$ cat config.mk
export PLATFORM = sky130hd
export DESIGN_NAME = gpio_in_cond
export DESIGN_NICKNAME = d
export VERILOG_FILES = /design/src/rtl/gpio_in_cond.sv
export SDC_FILE = /design/constraint.sdc
export NUM_CORES = 1
export LEC_CHECK = 0
export CORE_ASPECT_RATIO = 1.1
export CORE_MARGIN = 4
export CORE_UTILIZATION = 43
export DETAILED_ROUTE_END_ITERATION = 8
export MAX_ROUTING_LAYER = met4
export PLACE_DENSITY = 0.81
export SYNTH_ARGS = -nofsm -noshare
export SYNTH_HDL_FRONTEND = slang
export SYNTH_SLANG_ARGS = --single-unit
$ cat constraint.sdc
create_clock -name clk -period 3 [get_ports clk]
set_clock_uncertainty 0.2 [all_clocks]
set_input_delay 0.6 -clock clk [delete_from_list [all_inputs] [get_ports clk]]
set_output_delay 0.6 -clock clk [all_outputs]
set_load 0.02 [all_outputs]
$ cat src/rtl/gpio_in_cond.sv
// GPIO input conditioning: 2-flop synchroniser, optional debounce, and edge-triggered pending IRQs.
// Define GPIO_IN_DEBOUNCE_EN to build the per-pin debounce counters; otherwise stable follows sync2.
module gpio_in_cond #(
   parameter int unsigned DEBOUNCE_CYCLES = 16
) (
   input  logic        clk,
   input  logic        rst,
   input  logic [31:0] address,
   input  logic [31:0] write_data,
   input  logic        write_enable,
   output logic [31:0] read_data,
   input  logic [7:0]  pins_in,
   output logic        irq
);

   localparam logic [31:0] ADDR_PINS = 32'hFFFF_0018;
   localparam logic [31:0] ADDR_EN   = 32'hFFFF_001C;
   localparam logic [31:0] ADDR_PEND = 32'hFFFF_0020;

   logic [7:0] sync1, sync2, stable, stable_nxt;
   logic [7:0] rise_en, fall_en, rise_pend, fall_pend;
   logic [7:0] rise_evt, fall_evt, rise_clr, fall_clr;
   logic       wr_en_sel, wr_pend_sel;

   always_ff @(posedge clk) begin
      if (rst) begin
         sync1 <= 8'h00;
         sync2 <= 8'h00;
      end else begin
         sync1 <= pins_in;
         sync2 <= sync1;
      end
   end

`ifdef GPIO_IN_DEBOUNCE_EN
   localparam logic [15:0] CNT_MAX = 16'(DEBOUNCE_CYCLES - 1);

   logic [15:0] cnt     [8];
   logic [15:0] cnt_nxt [8];

   // A pin's stable value only moves after CNT_MAX+1 consecutive mismatches;
   // returning to the stable level at any point restarts the run.
   always_comb begin
      stable_nxt = stable;
      for (int i = 0; i < 8; i++) begin
         cnt_nxt[i] = 16'h0000;
         if (sync2[i] != stable[i]) begin
            if (cnt[i] == CNT_MAX) begin
               stable_nxt[i] = sync2[i];
            end else begin
               cnt_nxt[i] = cnt[i] + 16'h0001;
            end
         end
      end
   end

   always_ff @(posedge clk) begin
      if (rst) begin
         for (int i = 0; i < 8; i++) cnt[i] <= 16'h0000;
      end else begin
         cnt <= cnt_nxt;
      end
   end

   logic unused_ok;
   assign unused_ok = &{1'b0, write_data[31:16]};
`else
   always_comb stable_nxt = sync2;

   logic unused_ok;
   assign unused_ok = &{1'b0, write_data[31:16], DEBOUNCE_CYCLES[0]};
`endif

   // Edges are judged on the debounced value, in the cycle it changes.
   assign rise_evt = stable_nxt & ~stable;
   assign fall_evt = ~stable_nxt & stable;

   assign wr_en_sel   = write_enable && (address == ADDR_EN);
   assign wr_pend_sel = write_enable && (address == ADDR_PEND);
   assign rise_clr    = wr_pend_sel ? write_data[7:0]  : 8'h00;
   assign fall_clr    = wr_pend_sel ? write_data[15:8] : 8'h00;

   always_ff @(posedge clk) begin
      if (rst) begin
         stable    <= 8'h00;
         rise_en   <= 8'h00;
         fall_en   <= 8'h00;
         rise_pend <= 8'h00;
         fall_pend <= 8'h00;
      end else begin
         stable <= stable_nxt;
         if (wr_en_sel) begin
            rise_en <= write_data[7:0];
            fall_en <= write_data[15:8];
         end
         // A new event beats a simultaneous W1C on the same bit.
         rise_pend <= (rise_pend & ~rise_clr) | (rise_evt & rise_en);
         fall_pend <= (fall_pend & ~fall_clr) | (fall_evt & fall_en);
      end
   end

   assign irq = |{fall_pend, rise_pend};

   always_comb begin
      read_data = 32'h0000_0000;
      case (address)
         ADDR_PINS: read_data = {24'h000000, stable};
         ADDR_EN:   read_data = {16'h0000, fall_en, rise_en};
         ADDR_PEND: read_data = {16'h0000, fall_pend, rise_pend};
         default:   read_data = 32'h0000_0000;
      endcase
   end

endmodule
==> results.txt <==
Ports = 108
Register area share after synthesis = 43.6%
Hold/Removal Path Class = reg -> reg
Setup_tns = 0 ns
DIE WIDTH = 81.7 um
Metal2 WL = 3840 um
Crit end category = primary output
First-pass GRT wire length = 12200 um
VDD IR max = 301 uV
Hpwl dp = 5700 um
Count of final setup violators = 0
RSZ-0062 raised after global routing = false
Post-Route WL = 7860 um
Residual DRC = 0
Row cnt = 29
Post-synth ARST share = 0%
Routability Congestion = 0.925
CTS HTree Levels = 2
Later-pin clock latency in the skew report = 0.31 ns
Gr ovfl total = 0
PortBufs = 75
Inserted Clock Buffers = 5
WP data required = 2.20 ns
Met3 wire len = 586 um
Post-Route M1 WL = 3180 um
Layout cells sized above 1 = 26.9%
Fill count = 482
Post-Synthesis Cells = 282
Crit start category = input pin
Bufs and invs on worst path = 5
P per Cell Area = 381 nW/um^2
Drt pass-1 iters = 5
Routed Antenna Nets = 0
Sw frac = 23.3%
Antenna violations before repair = 0
Hold Crit Depth = 1
Synth warn = 0
Die Area = 7280 um^2
Synthesis-stage register bit count = 56
DR top layer = met4
Final hold violation count = 0
Largest net degree at the start of global routing = 26
Layout area overhead = 44.5%
Core area = 5770 um^2
Vias = 2677
TritonCTS clock tree = yes
Least-Margin Pin Slew = 0.556 ns
Prevailing post-synth register cell = dfxtp_1
Nets = 460
CTS Sinks = 56
Worst Hold Launch = sync1[2]$_SDFF_PP0_
R2R depth = 2
Pleak = 0.00146 uW
Clock power share = 35.4%
Status = finished clean
Fin. max-slew vios = 0
Int Pwr = 1080 uW
Die height = 89.1 um
Vias in the first global route = 2584
CTS root buf = clkbuf_8
Initial Utilization = 44.6%
Crit-path max cell delay = 0.29 ns
Max Freq = 337 MHz
Logic pwr share = 10.6%
Synthesized area per cell = 9.12 um^2
Cell area after layout = 3710 um^2
Mapped cell area = 2570 um^2
Seq pwr share = 53.9%
Crit path cell chain = clkbuf_2 > buf_4 > and4b_1 > and4_1 > buf_6 > buf_2 > and3_1 > a221o_1 > buf_6
Vias per cell = 5.78
N_diodes = 0
Fin crit share = 98.9%
Post-synth EDFFs = 0
Post-DP Area = 3530 um^2
CTS max path bufs = 2
Fin crit period = 2.97 ns
Max-cap violations = 0
Synth cell types = 28
DRT iter0 DRCs = 261
GRT Total Usage = 22.2%
Cell repeated most along the worst path = buf_6
Critical path arrival = 2.17 ns
Crit path max fanout = 5
Routed len/inst = 17.0 um
Worst Hold Path EP = stable_nxt[2]$_SDFF_PP0_
Slew Limit Headroom = 62.9%
CP max-delay cell = a221o_1
Top delay family on crit path = buffers and inverters
CP Class = in -> out
Flop2flop setup slack = 2.06 ns
Worst reg2reg path endpoint = fall_en[3]$_SDFFE_PP0P_
Switch Pwr = 330 uW
CTS clk-pin slew, worst paths = 0.10 ns
Reg-to-reg startpoint = fall_en[3]$_SDFFE_PP0P_
[state kept, by name, indices dropped and copies added, names as in the netlist]
| name | count |
|---|---|
| stable_nxt | 8 |
| rise_en | 8 |
| sync1 | 8 |
| fall_en | 8 |
| rise_pend | 8 |
| fall_pend | 8 |
| stable | 8 |
[layout make-up]
type                            count  area [um^2]  share of cell area, %
Tap cell                           77         96.3                   2.59
Sequential cell                    56         1120                   30.2
Inverter                            1         3.75                  0.101
Clock inverter                      3         46.3                   1.25
Clock buffer                        5         68.8                   1.85
Multi-Input combinational cell    202         1360                   36.5
Timing Repair Buffer              119         1020                   27.6
[kinds of logic after synthesis]
kind of cell	share of synthesized area [%]
and+or+nand+nor	26.2
AOI/OAI and AO/OA	21.2
muxes	0.389
other	0.146
DFF	43.6
buffers and inverters	8.42
[per-layer routing]
layer,GRT usage [%],up-vias
li1,-,1237
met3,3.83,24
met4,8.46,0
met5,-,-
met1,27.9,1273
met2,35.4,143
[cells in the mapped netlist (2+ instances only)]
master	n	area [um^2]
nor2_1	2	7.51
nand4_1	23	144
nor4_1	5	31.3
nor4_2	3	37.5
buf_4	17	128
nand2_1	16	60.1
nor2b_1	24	150
buf_2	5	25.0
a221o_1	7	70.1
clkbuf_1	15	56.3
and3_1	7	43.8
o31ai_1	32	240
dfxtp_1	56	1120
nand3b_1	17	128
a21oi_1	33	165
a22o_1	8	70.1
[worst max path at each step]
stage	startpoint	to	slack [ns]	cells past startpoint
2_1_floorplan	address[31]	read_data[6]	0.1	5
3_3_place_gp	address[31]	read_data[3]	-0.90	8
3_5_place_dp	address[31]	read_data[12]	-0.96	9
4_1_cts	address[22]	read_data[4]	-0.09	8
5_1_grt	address[10]	read_data[4]	0.001	7
6_report	address[3]	read_data[5]	0.03	9
[cells in the final DEF, fill, tap and decap left out]
cell,instances
nand3_2,1
buf_2,13
nor2_4,2
and4b_1,1
conb_1,16
buf_4,38
nor2b_1,24
a22o_1,8
a221o_1,7
and4_1,1
clkdlybuf4s15_2,1
clkbuf_8,5
nor4_2,1
dlygate4sd2_1,3
or4_4,1
clkdlybuf4s15_1,2
nor4_1,4
inv_1,1
buf_6,22
bufinv_16,1
nor3_2,1
nor4b_2,1
clkbuf_2,10
nor4_4,4
nand2_1,16
inv_6,1
mux2i_1,1
dlymetal6s2s_1,3
nand4_1,23
and3_1,7
nand3b_1,17
nor2_1,1
buf_12,1
clkinvlp_4,1
clkdlybuf4s50_1,26
o31ai_1,32
a21oi_1,33
dfxtp_1,56
[power groups by stage]
stage / clock network [uW] / logic (uW) / registers [uW]
global route: 554 / 162 / 764
global placement: 0 / 152 / 779
finish: 501 / 151 / 763
floorplan: 0 / 71.6 / 777
detailed placement: 0 / 156 / 780
CTS: 511 / 149 / 762
[what timing repair did]
action | in CTS | in global routing
setup buffers | 4 | 6
setup endpoints to repair | 16 | 16
pin swaps | 17 | 13
resized for setup | 157 | 34
hold buffers | 0 | 0
[worst register-to-register path, delay by kind of cell (launching register included)]
kind	cells	cell delay [ns]
AO/OA/AOI/OAI	2	0.26
flip-flops	1	0.41
[metrics by stage]
| stage | utilization, % | setup slack [ns] | cells | hold WS (ns) | power, uW |
|---|---|---|---|---|---|
| 6_report | 64.4 | 0.0341 | 463 | 0.249 | 1410 |
| 5_1_grt | 64.4 | 0.00126 | 463 | 0.259 | 1480 |
| 4_1_cts | 63.7 | -0.0941 | 458 | 0.250 | 1420 |
| 3_5_place_dp | 61.1 | -0.960 | 446 | 0.225 | 936 |
| 3_3_place_gp | 61.1 | -0.896 | 446 | 0.217 | 931 |
| 2_1_floorplan | - | 0.0978 | 297 | 0.214 | 848 |
(Power assumes the default switching activity.)
